==> src/rtl/hilo_muldiv_unit_pkg.sv <==
// Shared definitions for the HI/LO multiply/divide unit: op encoding,
// FSM state type, accumulate-mode type and the divide-by-zero quotient.
package muldiv_pkg;

  localparam logic [2:0] OP_MULT  = 3'd0;
  localparam logic [2:0] OP_MULTU = 3'd1;
  localparam logic [2:0] OP_DIV   = 3'd2;
  localparam logic [2:0] OP_DIVU  = 3'd3;
  localparam logic [2:0] OP_MTHI  = 3'd4;
  localparam logic [2:0] OP_MTLO  = 3'd5;
  localparam logic [2:0] OP_MADD  = 3'd6;
  localparam logic [2:0] OP_MSUB  = 3'd7;

  typedef enum logic [1:0] {
    IDLE = 2'd0,
    CALC = 2'd1,
    FIX  = 2'd2
  } state_t;

  // How the final product combines with the current {HI,LO}
  typedef enum logic [1:0] {
    ACC_NONE = 2'd0,
    ACC_ADD  = 2'd1,
    ACC_SUB  = 2'd2
  } acc_t;

  // Quotient reported for a zero divisor (all ones)
  localparam logic [31:0] DIV0_LO = 32'hFFFF_FFFF;

endpackage

==> src/rtl/hilo_muldiv_unit_if.sv <==
// EX-stage request / status bundle between the pipeline and the HI/LO unit.
// i_* are driven by EX (master), o_* by the unit (slave).
interface hilo_muldiv_unit_if #(
  parameter int DATA_WIDTH = 32
);

  logic                  i_start;
  logic [2:0]            i_op;
  logic [DATA_WIDTH-1:0] i_operand_a;
  logic [DATA_WIDTH-1:0] i_operand_b;
  logic                  i_hilo_read_req;
  logic                  o_busy;
  logic                  o_done;
  logic                  o_stall;
  logic [DATA_WIDTH-1:0] o_hi;
  logic [DATA_WIDTH-1:0] o_lo;

  modport master (
    output i_start, i_op, i_operand_a, i_operand_b, i_hilo_read_req,
    input  o_busy, o_done, o_stall, o_hi, o_lo
  );

  modport slave (
    input  i_start, i_op, i_operand_a, i_operand_b, i_hilo_read_req,
    output o_busy, o_done, o_stall, o_hi, o_lo
  );

endinterface

==> src/rtl/hilo_muldiv_unit_datapath.sv <==
// Combinational iteration step and final sign correction for the
// multiply/divide engine. Works on magnitudes; signs are applied at the end.
module muldiv_datapath
  import muldiv_pkg::*;
#(
  parameter int DATA_WIDTH = 32
) (
  input  logic                    i_is_div,
  input  logic [2*DATA_WIDTH-1:0] i_work,
  input  logic [DATA_WIDTH-1:0]   i_mcand,
  input  logic                    i_neg_p,
  input  logic                    i_neg_r,
  input  logic                    i_div0,
  input  acc_t                    i_acc,
  input  logic [DATA_WIDTH-1:0]   i_hi,
  input  logic [DATA_WIDTH-1:0]   i_lo,
  output logic [2*DATA_WIDTH-1:0] o_work_next,
  output logic [DATA_WIDTH-1:0]   o_hi_fix,
  output logic [DATA_WIDTH-1:0]   o_lo_fix
);

  localparam int W = DATA_WIDTH;
  // All-ones at any width: sign-extend the package constant
  localparam logic [W-1:0] LO_DIV0 = W'($signed(DIV0_LO));

  logic [W:0]          w_mul_sum;
  logic [W:0]          w_rem_shift;
  logic [W:0]          w_rem_diff;
  logic signed [2*W-1:0] w_prod;
  logic signed [2*W-1:0] w_acc;
  logic [W-1:0]        w_quot;
  logic [W-1:0]        w_rem;

  // One iteration: shift-add multiply (multiplier in low half, product grows
  // into the high half) or restoring divide ({remainder, quotient} pair).
  always_comb begin
    w_mul_sum   = {1'b0, i_work[2*W-1:W]} + (i_work[0] ? {1'b0, i_mcand} : '0);
    w_rem_shift = {i_work[2*W-1:W], i_work[W-1]};
    w_rem_diff  = w_rem_shift - {1'b0, i_mcand};
    if (i_is_div) begin
      // Top bit of the difference is the borrow: set means "restore"
      if (!w_rem_diff[W]) o_work_next = {w_rem_diff[W-1:0], i_work[W-2:0], 1'b1};
      else                o_work_next = {w_rem_shift[W-1:0], i_work[W-2:0], 1'b0};
    end else begin
      o_work_next = {w_mul_sum, i_work[W-1:1]};
    end
  end

  // Sign correction and optional accumulate into the current {HI,LO}.
  // A zero divisor leaves |A| as the remainder, so restoring the dividend
  // sign returns the original operand A in HI.
  always_comb begin
    w_prod = i_neg_p ? -$signed(i_work) : $signed(i_work);
    w_acc  = $signed({i_hi, i_lo});
    w_quot = i_neg_p ? -i_work[W-1:0] : i_work[W-1:0];
    w_rem  = i_neg_r ? -i_work[2*W-1:W] : i_work[2*W-1:W];
    case (i_acc)
      ACC_ADD: w_acc = w_acc + w_prod;
      ACC_SUB: w_acc = w_acc - w_prod;
      default: w_acc = w_prod;
    endcase
    if (i_is_div) begin
      o_hi_fix = w_rem;
      o_lo_fix = i_div0 ? LO_DIV0 : w_quot;
    end else begin
      o_hi_fix = w_acc[2*W-1:W];
      o_lo_fix = w_acc[W-1:0];
    end
  end

endmodule

==> src/rtl/hilo_muldiv_unit.sv <==
// HI/LO register owner and bit-serial multiply/divide engine for the MIPS
// pipeline. One bit per cycle, DATA_WIDTH iterations plus one sign-fix cycle.
// Optional: define MULDIV_MADD_EN to enable MADD/MSUB (ops 6/7); otherwise
// those ops are ignored.
module hilo_muldiv_unit
  import muldiv_pkg::*;
#(
  parameter int DATA_WIDTH = 32
) (
  input  logic              i_clk,
  input  logic              i_rst_n,
  hilo_muldiv_unit_if.slave bus
);

  localparam int W     = DATA_WIDTH;
  localparam int CNT_W = (W > 1) ? $clog2(W) : 1;
  localparam logic [CNT_W-1:0] CNT_LAST = CNT_W'(W - 1);

  state_t           r_state;
  state_t           w_state_next;
  logic [CNT_W-1:0] r_cnt;
  logic [2*W-1:0]   r_work;
  logic [W-1:0]     r_mcand;
  logic [W-1:0]     r_hi;
  logic [W-1:0]     r_lo;
  logic             r_is_div;
  logic             r_neg_p;
  logic             r_neg_r;
  logic             r_div0;
  logic             r_done;
  acc_t             r_acc;

  logic             w_idle;
  logic             w_op_arith;
  logic             w_op_mac;
  logic             w_accept;
  logic             w_signed;
  logic             w_is_div_in;
  logic             w_sa;
  logic             w_sb;
  acc_t             w_acc_in;
  logic [W-1:0]     w_mag_a;
  logic [W-1:0]     w_mag_b;
  logic [2*W-1:0]   w_work_next;
  logic [W-1:0]     w_hi_fix;
  logic [W-1:0]     w_lo_fix;

  assign w_idle     = (r_state == IDLE);
  assign w_op_arith = (bus.i_op == OP_MULT) || (bus.i_op == OP_MULTU) ||
                      (bus.i_op == OP_DIV)  || (bus.i_op == OP_DIVU);
`ifdef MULDIV_MADD_EN
  assign w_op_mac   = (bus.i_op == OP_MADD) || (bus.i_op == OP_MSUB);
`else
  assign w_op_mac   = 1'b0;
`endif
  assign w_accept    = bus.i_start && w_idle && (w_op_arith || w_op_mac);
  assign w_is_div_in = (bus.i_op == OP_DIV) || (bus.i_op == OP_DIVU);
  assign w_signed    = (bus.i_op == OP_MULT) || (bus.i_op == OP_DIV) || w_op_mac;
  assign w_sa        = w_signed && bus.i_operand_a[W-1];
  assign w_sb        = w_signed && bus.i_operand_b[W-1];
  assign w_mag_a     = w_sa ? -bus.i_operand_a : bus.i_operand_a;
  assign w_mag_b     = w_sb ? -bus.i_operand_b : bus.i_operand_b;
  assign w_acc_in    = !w_op_mac ? ACC_NONE :
                       (bus.i_op == OP_MSUB) ? ACC_SUB : ACC_ADD;

  muldiv_datapath #(.DATA_WIDTH(W)) u_datapath (
    .i_is_div    (r_is_div),
    .i_work      (r_work),
    .i_mcand     (r_mcand),
    .i_neg_p     (r_neg_p),
    .i_neg_r     (r_neg_r),
    .i_div0      (r_div0),
    .i_acc       (r_acc),
    .i_hi        (r_hi),
    .i_lo        (r_lo),
    .o_work_next (w_work_next),
    .o_hi_fix    (w_hi_fix),
    .o_lo_fix    (w_lo_fix)
  );

  // FSM state register
  always_ff @(posedge i_clk or negedge i_rst_n) begin
    if (!i_rst_n) r_state <= IDLE;
    else          r_state <= w_state_next;
  end

  // Next state: accept in IDLE, iterate W times in CALC, one FIX cycle
  always_comb begin
    w_state_next = r_state;
    case (r_state)
      IDLE:    if (w_accept) w_state_next = CALC;
      CALC:    if (r_cnt == CNT_LAST) w_state_next = FIX;
      FIX:     w_state_next = IDLE;
      default: w_state_next = IDLE;
    endcase
  end

  // Operand latch at accept, then one datapath step per CALC cycle
  always_ff @(posedge i_clk or negedge i_rst_n) begin
    if (!i_rst_n) begin
      r_cnt    <= '0;
      r_work   <= '0;
      r_mcand  <= '0;
      r_is_div <= 1'b0;
      r_neg_p  <= 1'b0;
      r_neg_r  <= 1'b0;
      r_div0   <= 1'b0;
      r_acc    <= ACC_NONE;
    end else if (w_accept) begin
      r_cnt    <= '0;
      r_is_div <= w_is_div_in;
      r_work   <= {{W{1'b0}}, (w_is_div_in ? w_mag_a : w_mag_b)};
      r_mcand  <= w_is_div_in ? w_mag_b : w_mag_a;
      r_neg_p  <= w_sa ^ w_sb;
      r_neg_r  <= w_sa;
      r_div0   <= w_is_div_in && (bus.i_operand_b == '0);
      r_acc    <= w_acc_in;
    end else if (r_state == CALC) begin
      r_work   <= w_work_next;
      r_cnt    <= r_cnt + CNT_W'(1);
    end
  end

  // HI/LO: whole-result commit when leaving FIX, direct moves in IDLE
  always_ff @(posedge i_clk or negedge i_rst_n) begin
    if (!i_rst_n) begin
      r_hi <= '0;
      r_lo <= '0;
    end else if (r_state == FIX) begin
      r_hi <= w_hi_fix;
      r_lo <= w_lo_fix;
    end else if (w_idle && bus.i_start) begin
      if (bus.i_op == OP_MTHI) r_hi <= bus.i_operand_a;
      if (bus.i_op == OP_MTLO) r_lo <= bus.i_operand_a;
    end
  end

  // Done pulses for the single cycle following the commit
  always_ff @(posedge i_clk or negedge i_rst_n) begin
    if (!i_rst_n) r_done <= 1'b0;
    else          r_done <= (r_state == FIX);
  end

  assign bus.o_busy  = !w_idle;
  assign bus.o_stall = !w_idle && (bus.i_hilo_read_req || bus.i_start);
  assign bus.o_done  = r_done;
  assign bus.o_hi    = r_hi;
  assign bus.o_lo    = r_lo;

endmodule

==> src/flat_wrapper.sv <==
// flat-port wrapper written by rule: the top's interface ports become plain ports
module hilo_muldiv_unit_flat import muldiv_pkg::*;
#(
  parameter int DATA_WIDTH = 32
)
  (i_clk, i_rst_n, bus_i_start, bus_i_op, bus_i_operand_a, bus_i_operand_b, bus_i_hilo_read_req, bus_o_busy, bus_o_done, bus_o_stall, bus_o_hi, bus_o_lo);
  hilo_muldiv_unit_if #(.DATA_WIDTH(DATA_WIDTH)) bus_i ();
  input  logic i_clk;
  input  logic i_rst_n;
  input wire logic [$bits(bus_i.i_start)-1:0] bus_i_start;
  input wire logic [$bits(bus_i.i_op)-1:0] bus_i_op;
  input wire logic [$bits(bus_i.i_operand_a)-1:0] bus_i_operand_a;
  input wire logic [$bits(bus_i.i_operand_b)-1:0] bus_i_operand_b;
  input wire logic [$bits(bus_i.i_hilo_read_req)-1:0] bus_i_hilo_read_req;
  output wire logic [$bits(bus_i.o_busy)-1:0] bus_o_busy;
  output wire logic [$bits(bus_i.o_done)-1:0] bus_o_done;
  output wire logic [$bits(bus_i.o_stall)-1:0] bus_o_stall;
  output wire logic [$bits(bus_i.o_hi)-1:0] bus_o_hi;
  output wire logic [$bits(bus_i.o_lo)-1:0] bus_o_lo;
  assign bus_i.i_start = bus_i_start;
  assign bus_i.i_op = bus_i_op;
  assign bus_i.i_operand_a = bus_i_operand_a;
  assign bus_i.i_operand_b = bus_i_operand_b;
  assign bus_i.i_hilo_read_req = bus_i_hilo_read_req;
  assign bus_o_busy = bus_i.o_busy;
  assign bus_o_done = bus_i.o_done;
  assign bus_o_stall = bus_i.o_stall;
  assign bus_o_hi = bus_i.o_hi;
  assign bus_o_lo = bus_i.o_lo;
  hilo_muldiv_unit #(.DATA_WIDTH(DATA_WIDTH)) u_core (.i_clk(i_clk), .i_rst_n(i_rst_n), .bus(bus_i));
endmodule
==> config.mk <==
export PLATFORM = sky130hd
export DESIGN_NAME = hilo_muldiv_unit_flat
export DESIGN_NICKNAME = d
export VERILOG_FILES = /design/src/rtl/hilo_muldiv_unit_pkg.sv /design/src/rtl/hilo_muldiv_unit_if.sv /design/src/rtl/hilo_muldiv_unit_datapath.sv /design/src/rtl/hilo_muldiv_unit.sv /design/src/flat_wrapper.sv
export SDC_FILE = /design/constraint.sdc
export NUM_CORES = 1
export LEC_CHECK = 0
export BUFFER_PORTS_ARGS = -buffer_cell sky130_fd_sc_hd__buf_2
export CAP_MARGIN = 5
export CORE_MARGIN = 5
export CORE_UTILIZATION = 25
export DETAILED_ROUTE_END_ITERATION = 12
export GPL_ROUTABILITY_DRIVEN = 1
export HOLD_SLACK_MARGIN = 0.15
export SLEW_MARGIN = 15
export SYNTH_ARGS = -nofsm -noshare
export SYNTH_HDL_FRONTEND = slang
export SYNTH_SLANG_ARGS = --single-unit
==> constraint.sdc <==
create_clock -name i_clk -period 3.3 [get_ports i_clk]
set_clock_uncertainty 0.1 [all_clocks]
set_input_delay 0.66 -clock i_clk [delete_from_list [all_inputs] [get_ports i_clk]]
set_output_delay 0.66 -clock i_clk [all_outputs]
set_load 0.005 [all_outputs]
==> summary.md, run 1 <==
| Metric | Value |
|---|---|
| Outcome | finished, violations left |
| Failing checks | setup timing |
| Critical path required time | between 3 and 4 ns |
| GP Congestion | between 0.9 and 1 |
| DRT Pass-1 Iters | 5 |
| Core Area | 58900 µm² |
| GR Util met1 | between 20% and 30% |
| Chip height | roughly 250 µm |
| Drc violations | 0 |
| Final worst slack | -0.0607 ns |
| Iteration-0 DRC Markers | ~1400 |
| Clk sinks | around 170 |
| Mapped Cells | around 1900 |
| Antenna diodes | 0 |
| H-tree Lvls | 4 |
| First-pass GRT wire length | slightly below 90000 µm |
| Die area | 64400 µm² |
| Kind of critical path | reg -> reg |
| Post-synth EDFFs | 0 |
| Post-Syn Area | 14800 µm² |
| Root Buffer | clkbuf_16 |
| Area Overhead vs Synth | 32.8% |
| Netlist cell types | between 70 and 80 |
| Area share of fa/ha/maj cells after synthesis | 6.17% |
| Total gr overflow | 0 |
| Starting Density | 25.2% |
| Die X | 254 µm |
| Maximum VDD drop | approximately 0.45 mV |
| CTS buffer count | 17 |
| Grt met2 use | roughly 29% |
| Pin count of the biggest net entering global routing | ~110 |
| Crit Path Max Fanout | 6 |
| HP Class | reg -> reg |
| Core Util, Final | 33.5% |
| Synth Flop Type | dfrtp_1 |
| Vias per Instance | between 5 and 6 |
| Dpl hpwl | roughly 44000 µm |
| Slew HR | 37.2% |
| DR WL/cell | 19.2 µm |
| Fillers | slightly above 6000 |
| Nets | 2365 |
| IO buf count | around 140 |
| Max Cap Viol | 0 |
| Final hold vios | 0 |
| Antenna violations before repair | 0 |
| Final Critical Period | 3.36 ns |
| Startpoint Class | flip-flop |
| Vias in the first global route | about 15000 |
| RSZ-0062 raised after global routing | yes |
| Final setup viols | 13 |
| Share of cells above drive strength 1 | between 20% and 30% |
| Rows | 89 |
| Clock Tree Buf Depth | 2 |
| Slew @ Worst Pin | roughly 0.94 ns |
| Power per cell area | 1200 nW/µm² |
| Synth Area in Simple Gates | 19.4% |
| Routed WL | roughly 58000 µm |
| Final ANT Viol Nets | 0 |
| Setup crit end kind | flip-flop |
| Met3 Use GR | about 2.2% |
| Synth warn | 0 |
| Routed via count | 15800 |
| GR peak layer | met2 |
| Xor and xnor area share after synthesis | ~10% |
| CTS tree | done |
| Post-synthesis compound-gate area fraction | 24.6% |
| Reg clk slew, reported paths | 0.08 ns |
| Worst EP arrival | 3.58 ns |
| I/O pins | approximately 140 |
| Power Total | 23.6 mW |
| Multiplexer area fraction after synthesis | 6.19% |
| Slew Limit Fails | 0 |
| P_leak | between 8 and 9 nW |
| Combinational family with the most area after synthesis | compound AO/OA/AOI/OAI gates |
| Achievable Freq | between 0.2 and 0.3 GHz |
| Tcrit/Tclk final | 102% |
| Total track usage | around 17% |
| Seq cells post-synth | 172 |
| Syn avg cell area | approximately 7.8 µm² |
| Sequential area share after synthesis | approximately 29% |
| Worst-Skew Late Latency | 0.46 ns |
| Async S/R FF share, synth | 100% |
| Syn Nets | a little over 2000 |
[cell families (layout without fill, tap and decap cells)]
kind of cell	count (synthesis)	count (layout)
buffers and inverters	177	519
AND/OR/NAND/NOR	629	629
AO/OA/AOI/OAI	582	582
flip-flops	172	172
adder cells (fa/ha/maj)	72	72
multiplexers	91	91
XOR/XNOR	170	170
[area by class of cell]
cell class,count,area [µm²],share of cell area [%]
inverters,63,240,1.22
clock inverters,12,164,0.831
flip-flops and latches,172,4310,21.8
clock buffers,20,447,2.27
multi-input cells,1544,10600,53.6
repair buffers,423,3030,15.3
repair inverters,1,7.51,0.0381
well taps,773,967,4.91
[what timing repair did]
action                                  4_1_cts  5_1_grt
endpoints found under the setup margin       34       51
hold buffers                                  1        0
gates cloned                                  2        1
buffers inserted                             12       23
gates resized for setup                      42      120
endpoints found under the hold margin        21        0
pin swaps                                    15       52
[per-stage QoR]
stage               cells  instance area [µm²]  worst slack (ns)  setup TNS [ns]  hold slack, ns
finish               3008                19700           -0.0607          -0.375           0.390
CTS                  2984                19000          0.000212               0           0.393
global placement     2937                18100            -0.242           -1.97           0.365
floorplan            1893                14900           -0.0234         -0.0272           0.264
detailed placement   2937                18100            -0.337           -4.55           0.373
global route         3008                19700            -0.169           -3.12           0.407
[layer usage]
layer | part of all wire [%] | wire length [µm]
met5 | 0 | 0
met4 | 2.7 | 1570
met3 | 6.5 | 3740
met2 | 48 | 27800
met1 | 43 | 24700
[sequential cells by signal, summed over array words and instances (netlist names)]
register,count
u_core.r_neg_r,1
u_core.r_neg_p,1
u_core.bus.o_hi,32
u_core.r_state,2
u_core.r_work,64
u_core.r_is_div,1
u_core.r_mcand,32
u_core.bus.o_lo,32
u_core.r_div0,1
u_core.r_cnt,5
u_core.bus.o_done,1
[power breakdown]
group          total (mW)  internal (mW)  switching, mW  leakage, nW
Combinational        17.3           8.24           9.09         6.18
Clock                2.19           1.22          0.974        0.283
Sequential           4.12           3.16          0.964         2.06
[critical path, stage by stage (launching register included)]
cell	delay (ns)
dfrtp_1	0.42
ha_4	0.19
fa_2	0.37
nand2b_4	0.17
a21oi_4	0.20
o21ai_2	0.09
o31a_1	0.28
a21boi_2	0.22
a31o_4	0.21
xor2_4	0.18
buf_4	0.15
buf_12	0.11
mux2_2	0.33
a21oi_1	0.13
o21ai_0	0.09
[path summary, 6_finish.rpt]
path	startpoint	endpoint	slack (ns)	depth (start not counted)
min in group asynchronous	i_rst_n	u_core.bus.o_lo[8]$_DFFE_PN0P_	0.67	2
min reg2reg	u_core.r_mcand[3]$_DFFE_PN0P_	u_core.r_mcand[3]$_DFFE_PN0P_	0.39	2
max in group asynchronous	i_rst_n	u_core.r_is_div$_DFFE_PN0P_	1.55	3
max	u_core.r_mcand[0]$_DFFE_PN0P_	u_core.r_work[48]$_DFFE_PN0P_	-0.06	14
min	u_core.r_mcand[3]$_DFFE_PN0P_	u_core.r_mcand[3]$_DFFE_PN0P_	0.39	2
max reg2reg	u_core.r_mcand[0]$_DFFE_PN0P_	u_core.r_work[48]$_DFFE_PN0P_	-0.06	14
[layout by cell type, fill, tap and decap left out, types with 13 or more instances in the layout]
master and instances:
a21o_1 33, nand3_1 15, o211ai_1 43, nor3_1 29, mux2i_1 82, nor2_1 160
nor4_1 19, xnor2_1 71, ha_1 61, o31ai_1 17, a32oi_1 34, dfrtp_1 169
and3_1 13, o21ai_0 160, a21oi_1 133, a211oi_1 16, inv_1 53, buf_4 263
o21ai_1 24, or3_1 15, xor2_1 93, clkbuf_16 17, buf_6 14, nand2_1 269
buf_2 135
[synthesized netlist by cell type, types with 10 or more instances]
| master | instances | area, µm² |
|---|---|---|
| o31ai_1 | 21 | 158 |
| xnor2_1 | 75 | 657 |
| o211ai_1 | 43 | 323 |
| clkbuf_1 | 98 | 368 |
| nand2b_1 | 16 | 100 |
| or4_1 | 13 | 97.6 |
| a21oi_1 | 147 | 736 |
| ha_1 | 70 | 876 |
| a32oi_1 | 34 | 298 |
| and3_1 | 13 | 81.3 |
| or3_1 | 18 | 113 |
| a21o_1 | 33 | 248 |
| a211oi_1 | 21 | 158 |
| dfrtp_1 | 172 | 4300 |
| nand2_1 | 270 | 1010 |
| nor4_1 | 19 | 119 |
| a22oi_1 | 10 | 75.1 |
| a31oi_1 | 14 | 87.6 |
| inv_1 | 62 | 233 |
| o21ai_0 | 187 | 936 |
| mux2i_1 | 84 | 841 |
| nor2b_1 | 15 | 93.8 |
| nand4_1 | 11 | 68.8 |
| buf_1 | 10 | 37.5 |
| xor2_1 | 93 | 815 |
| nand3_1 | 17 | 85.1 |
| nor3_1 | 33 | 165 |
| nor2_1 | 166 | 623 |
Power figures use the tool's default switching activity.
==> inputs of run 2 (changes only) <==
--- a/config.mk
+++ b/config.mk
@@ -12,7 +12,9 @@
 export DETAILED_ROUTE_END_ITERATION = 12
 export GPL_ROUTABILITY_DRIVEN = 1
 export HOLD_SLACK_MARGIN = 0.15
+export SKIP_LAST_GASP = 1
 export SLEW_MARGIN = 15
 export SYNTH_ARGS = -nofsm -noshare
 export SYNTH_HDL_FRONTEND = slang
 export SYNTH_SLANG_ARGS = --single-unit
+export TNS_END_PERCENT = 100
==> run 2 against run 1 <==
Net effect: the flow still finishes with violations (setup timing); sequential share of layout area is 0.11 points higher; hold slack worse by 0.00094 ns; clock-buffer cell count is the same; cell count is the same; non-clock buffer count unchanged; critical path depth did not move; critical endpoint unchanged.
==> summary.md, run 2 (synthesis results as in run 1) <==
| Metric | Value |
|---|---|
| Slew HR | 37.4% (+0.15 points) |
| Startpoint Class | flip-flop |
| Rows | 89 (unchanged) |
| Power per cell area | 1190 nW/µm² (-0.44%) |
| Final worst slack | -0.0499 ns (+0.0108 ns) |
| Worst EP arrival | 3.57 ns (about the same) |
| Antenna diodes | 0 (unchanged) |
| Setup tns final | -0.275 ns (+0.101 ns) |
| HP Class | reg -> reg |
| Final hold vios | 0 (unchanged) |
| Area Overhead vs Synth | 32.1% |
| Dpl hpwl | 44100 µm (unchanged) |
| Clk pwr share | 9.3% (about the same) |
| Slowest CP cell | dfrtp_1 |
| Die X | 254 µm (unchanged) |
| RSZ-0062 raised after global routing | yes |
| Commonest non-fill, non-tap cells in the layout | nand2_1 (269), buf_4 (264), dfrtp_1 (169), o21ai_0 (164), nor2_1 (161) |
| Vias in the first global route | 15400 (unchanged) |
| Critical path's largest stage delay | 0.42 ns (about the same) |
| DRT Pass-1 Iters | 6 (+1) |
| I/O pins | 138 (unchanged) |
| Critical path required time | 3.52 ns (about the same) |
| Nets | 2365 (unchanged) |
| Final ANT Viol Nets | 0 (unchanged) |
| Drc violations | 0 (unchanged) |
| Clock Tree Buf Depth | 2 (unchanged) |
| H-tree Lvls | 4 (unchanged) |
| Total track usage | 17.0% (unchanged) |
| First-pass GRT wire length | 87200 µm (unchanged) |
| GP Congestion | 0.964 (unchanged) |
| Gate power share | 73.1% (-0.2 points) |
| Tcrit/Tclk final | 102% (-0.33 points) |
| Chip height | 254 µm (unchanged) |
| Vias per Instance | 5.26 (+0.18%) |
| Most common cell after layout, fill and taps aside | nand2_1 |
| DR WL/cell | 19.1 µm (-0.32%) |
| CTS buffer count | 17 (unchanged) |
| Core Area | 58900 µm² (unchanged) |
| Share of cells above drive strength 1 | 26.0% (-0.54 points) |
| Slew @ Worst Pin | 0.939 ns (-0.00220 ns) |
| Fillers | 6086 (+0.20%) |
| Root Buffer | clkbuf_16 |
| Pin count of the biggest net entering global routing | 107 (unchanged) |
| Failing checks | setup timing |
| Outcome | finished, violations left |
| Area after DPL | 18100 µm² (unchanged) |
| Iteration-0 DRC Markers | 1253 (-7.6%) |
| P_leak | 8.49 nW (-0.41%) |
| CTS tree | done |
| Post-route cell area | 19600 µm² (-0.51%) |
| Switching Share | 46.6% (about the same) |
| Routed via count | 15800 (+0.18%) |
| Kind of critical path | reg -> reg |
| Routed WL | 57600 µm (-0.32%) |
| Max Cap Viol | 0 (unchanged) |
| IO buf count | 137 (unchanged) |
| Achievable Freq | 0.299 GHz (+0.32%) |
| Total gr overflow | 0 (unchanged) |
| Psw | 10.9 mW (-0.95%) |
| Worst-Skew Late Latency | 0.45 ns (about the same) |
| Sequential power share | 17.6% (+0.2 points) |
| Internal cell power | 12.5 mW (-0.95%) |
| Final setup viols | 11 (-2) |
| Final Critical Period | 3.35 ns (-0.0108 ns) |
| Maximum VDD drop | 0.444 mV (-0.25%) |
| Max reg flops | 64 (unchanged) |
| Slew Limit Fails | 0 (unchanged) |
| Crit Path Max Fanout | 6 (unchanged) |
| Crit-path cells | ha_4 -> fa_2 -> nand2b_4 -> a21oi_4 -> o21ai_2 -> o31a_1 -> a21boi_2 -> a31o_4 -> xor2_4 -> buf_4 -> buf_12 -> mux2_2 -> a21oi_1 -> o21ai_0 |
| Antenna violations before repair | 0 (unchanged) |
| Setup crit end kind | flip-flop |
| Clk sinks | 172 (unchanged) |
| Final Hold Slack | 0.389 ns (-0.000939 ns) |
| Starting Density | 25.2% (unchanged) |
| Reg clk slew, reported paths | 0.08 ns (about the same) |
| Most flops, register | u_core.r_work |
| Die area | 64400 µm² (unchanged) |
[run 2: cell types whose count changed in the layout (fill, tap and decap cells not counted), moves of 2 or more]
cell     delta
xnor2_2     -4
ha_4        -2
o21ai_0     +4
inv_1       +2
buf_6       -2
o21ai_1     -3
xnor2_1     +4
inv_2       -2
[run 2: final cells by class]
class,count,area (µm²),area share [%]
Clock buffer,20,447,2.28
Clock inverter,12,164,0.836
Inverter,63,240,1.22
Multi-Input combinational cell,1544,10500,53.4
Sequential cell,172,4310,22.0
Tap cell,773,967,4.93
Timing Repair Buffer,423,3020,15.4
Timing Repair inverter,1,7.51,0.0383
[run 2: through the flow]
step / setup WS (ns) / util, % / total power [mW] / std cells
6_report: -0.0499 / 33.3 / 23.4 / 3008
5_1_grt: -0.169 / 33.3 / 25.1 / 3008
4_1_cts: 0.000212 / 32.3 / 22.2 / 2984
3_5_place_dp: -0.337 / 30.7 / 19.3 / 2937
3_3_place_gp: -0.242 / 30.7 / 19.1 / 2937
2_1_floorplan: -0.0234 / - / 13.1 / 1893
[run 2: power groups by stage]
stage	Combinational [mW]	Sequential [mW]	Clock, mW
after global placement	15.0	4.04	0
after global routing	18.6	4.23	2.29
after floorplan	9.13	4.00	0
final	17.1	4.12	2.19
after CTS	15.9	4.06	2.22
after detailed placement	15.2	4.07	0
[run 2: path summary, 6_finish.rpt]
kind                                                from                             end  slack, ns  depth (start not counted)
max                        u_core.r_mcand[0]$_DFFE_PN0P_   u_core.r_work[48]$_DFFE_PN0P_      -0.05                         14
min                        u_core.r_mcand[3]$_DFFE_PN0P_   u_core.r_mcand[3]$_DFFE_PN0P_       0.39                          2
max reg2reg                u_core.r_mcand[0]$_DFFE_PN0P_   u_core.r_work[48]$_DFFE_PN0P_      -0.05                         14
min reg2reg                u_core.r_mcand[3]$_DFFE_PN0P_   u_core.r_mcand[3]$_DFFE_PN0P_       0.39                          2
max in group asynchronous                        i_rst_n     u_core.r_is_div$_DFFE_PN0P_       1.55                          3
min in group asynchronous                        i_rst_n  u_core.bus.o_lo[8]$_DFFE_PN0P_       0.68                          2
[run 2: per-layer routing]
layer  track usage, %  routed length, µm  up-vias
li1                 -                  -     7457
met1             22.4              24900     7708
met2             29.1              27600      558
met3             2.20               3410      104
met4             5.42               1650        0
met5                0                  0        -
[run 2: repair_timing]
item | in CTS | in global routing
buffers inserted | 12 | 23
gates cloned | 2 | 1
hold buffers | 1 | 0
pin swaps | 15 | 52
gates resized for setup | 42 | 97
setup endpoints to repair | 34 | 51
hold endpoints to repair | 21 | 0
[run 2: worst max-delay path: cells and delay by family (launching register included)]
family,cells,cell delay [ns]
AOI/OAI and AO/OA,7,1.21
adders and majority gates,2,0.56
DFF,1,0.42
muxes,1,0.33
buffers and inverters,2,0.26
xor gates and xnor gates,1,0.18
and+or+nand+nor,1,0.17
==> inputs of run 3 (changes only) <==
--- a/config.mk
+++ b/config.mk
@@ -12,6 +12,7 @@
 export DETAILED_ROUTE_END_ITERATION = 12
 export GPL_ROUTABILITY_DRIVEN = 1
 export HOLD_SLACK_MARGIN = 0.15
+export SKIP_CTS_REPAIR_TIMING = 1
 export SKIP_LAST_GASP = 1
 export SLEW_MARGIN = 15
 export SYNTH_ARGS = -nofsm -noshare
==> run 3 against run 2 <==
Net effect: the flow now finishes without violations; hold slack improved by 0.0026 ns; power fell by 2.9%; sequential share of layout area rose by 0.41 points; sequential cell count did not move; sequential power barely moved; global-route usage fell by 0.17 points; combinational power fell by 4%; largest cell class unchanged; largest power group unchanged.
==> summary.md, run 3 (synthesis results as in run 1) <==
| Metric | Value |
|---|---|
| Outcome | finished, final reports clean |
| Starting Density | 25.2% (unchanged) |
| Clk sinks | 172 (unchanged) |
| Power per cell area | 1180 nW/µm² (-1.1%) |
| Final Critical Period | 3.29 ns (-0.0624 ns) |
| Core Util, Final | 32.7% (-0.62 points) |
| Area occupied by registers | 4310 µm² (about the same) |
| CTS buffer count | 17 (unchanged) |
| Max reg flops | 64 (unchanged) |
| DRT Pass-1 Iters | 6 (unchanged) |
| Reg clk slew, reported paths | 0.07 ns (about the same) |
| Final ANT Viol Nets | 0 (unchanged) |
| Most flops, register | u_core.r_work |
| CTS tree | done |
| Final Hold Slack | 0.391 ns (+0.00258 ns) |
| Pin count of the biggest net entering global routing | 107 (unchanged) |
| Pre-CTS setup slack | -0.337 ns (unchanged) |
| Commonest non-fill, non-tap cells in the layout | nand2_1 (269), buf_4 (244), o21ai_0 (171), dfrtp_1 (170), nor2_1 (163) |
| First-pass GRT wire length | 86300 µm (-0.96%) |
| P_leak | 8.37 nW (-1.5%) |
| Kind of critical path | reg -> reg |
| HP Class | reg -> reg |
| Final setup viols | 0 (-11) |
| Maximum VDD drop | 0.443 mV (-0.38%) |
| H-tree Lvls | 4 (unchanged) |
| Root Buffer | clkbuf_16 |
| Setup tns final | 0 ns (+0.275 ns) |
| Routed WL | 56900 µm (-1.1%) |
| Worst EP arrival | 3.52 ns (-0.05 ns) |
| Vias in the first global route | 15200 (-1.1%) |
| Max Cap Viol | 0 (unchanged) |
| Die X | 254 µm (unchanged) |
| Final worst slack | 0.0125 ns (+0.0624 ns) |
| Share of cells above drive strength 1 | 24.3% (-1.7 points) |
| Slew @ Worst Pin | 0.939 ns (+0.0000220 ns) |
| Startpoint Class | flip-flop |
| Crit Path Max Fanout | 7 (+1) |
| Nets | 2339 (-1.1%) |
| Area Overhead vs Synth | 29.7% |
| DR WL/cell | 19.1 µm (-0.27%) |
| IO buf count | 137 (unchanged) |
| Most common cell after layout, fill and taps aside | nand2_1 |
| Clock Tree Buf Depth | 2 (unchanged) |
| Non-filler instance count after layout | 2982 (-0.86%) |
| Worst-Skew Late Latency | 0.45 ns (about the same) |
| Routed via count | 15600 (-1.5%) |
| Fillers | 6112 (+0.43%) |
| Slew Limit Fails | 0 (unchanged) |
| Core Area | 58900 µm² (unchanged) |
| Post-route cell area | 19300 µm² (-1.9%) |
| Setup crit end kind | flip-flop |
| Multi-input combinational cell area | 10300 µm² (-1.5%) |
| Tcrit/Tclk final | 99.6% (-1.9 points) |
| GP Congestion | 0.964 (unchanged) |
| Total gr overflow | 0 (unchanged) |
| Area after DPL | 18100 µm² (unchanged) |
| Critical path required time | 3.53 ns (about the same) |
| Antenna violations before repair | 0 (unchanged) |
| Rows | 89 (unchanged) |
| Achievable Freq | 0.304 GHz (+1.9%) |
| Final hold vios | 0 (unchanged) |
| Iteration-0 DRC Markers | 1234 (-1.5%) |
| Vias per Instance | 5.23 (-0.67%) |
| Dpl hpwl | 44100 µm (unchanged) |
| I/O pins | 138 (unchanged) |
| DP Cell Count | 2937 (unchanged) |
| Slew HR | 37.2% (-0.15 points) |
| Drc violations | 0 (unchanged) |
| Die area | 64400 µm² (unchanged) |
| RSZ-0062 raised after global routing | yes |
| Chip height | 254 µm (unchanged) |
| Antenna diodes | 0 (unchanged) |
| Total track usage | 16.8% (-0.17 points) |
| Power Total | 22.7 mW (-2.9%) |
-- run 3: cell types whose count changed in the layout (fill, tap and decap cells not counted), sizes merged --
cell / before / now
buf: 422 / 396
clkbuf: 20 / 21
clkinvlp: 6 / 5
-- run 3: where the power goes --
part | internal (mW) | leakage, nW | switching, mW
registers | 3.16 | 2.06 | 0.926
logic | 7.69 | 6.02 | 8.78
clock network | 1.22 | 0.283 | 0.961
total | 12.1 | 8.37 | 10.7
-- run 3: layout make-up --
type,count,area share [%]
clock buffer,20,2.32
clock inverter,12,0.851
inverter,63,1.25
multi-input combinational,1544,53.6
sequential,172,22.4
tap,773,5.02
timing repair buffer,398,14.6
-- run 3: per-layer routing --
layer	GRT usage (%)	vias to the layer above	wire length, µm
met3	2.17	93	3200
met4	5.37	0	1560
met1	22.2	7583	24900
li1	-	7406	-
met5	0	-	0
met2	28.7	503	27200
-- run 3: final timing paths --
| kind | slack, ns | cells past startpoint | from | to |
|---|---|---|---|---|
| worst max-delay path | 0.01 | 13 | u_core.r_mcand[0]$_DFFE_PN0P_ | u_core.r_work[48]$_DFFE_PN0P_ |
| worst min-delay path | 0.39 | 2 | u_core.r_mcand[3]$_DFFE_PN0P_ | u_core.r_mcand[3]$_DFFE_PN0P_ |
| worst max register to register | 0.01 | 13 | u_core.r_mcand[0]$_DFFE_PN0P_ | u_core.r_work[48]$_DFFE_PN0P_ |
| worst min register to register | 0.39 | 2 | u_core.r_mcand[3]$_DFFE_PN0P_ | u_core.r_mcand[3]$_DFFE_PN0P_ |
| max in group asynchronous | 1.57 | 3 | i_rst_n | u_core.r_is_div$_DFFE_PN0P_ |
| min in group asynchronous | 0.68 | 2 | i_rst_n | u_core.bus.o_lo[8]$_DFFE_PN0P_ |
-- run 3: critical path, cell delays in order, from the launching register on --
cell	delay, ns
dfrtp_1	0.42
ha_4	0.19
fa_2	0.36
nand2b_4	0.16
a21oi_4	0.21
o21ai_2	0.09
o31a_1	0.27
a21boi_2	0.18
a31o_4	0.21
xor2_4	0.24
buf_12	0.17
mux2_2	0.34
a21oi_2	0.13
o21ai_1	0.06
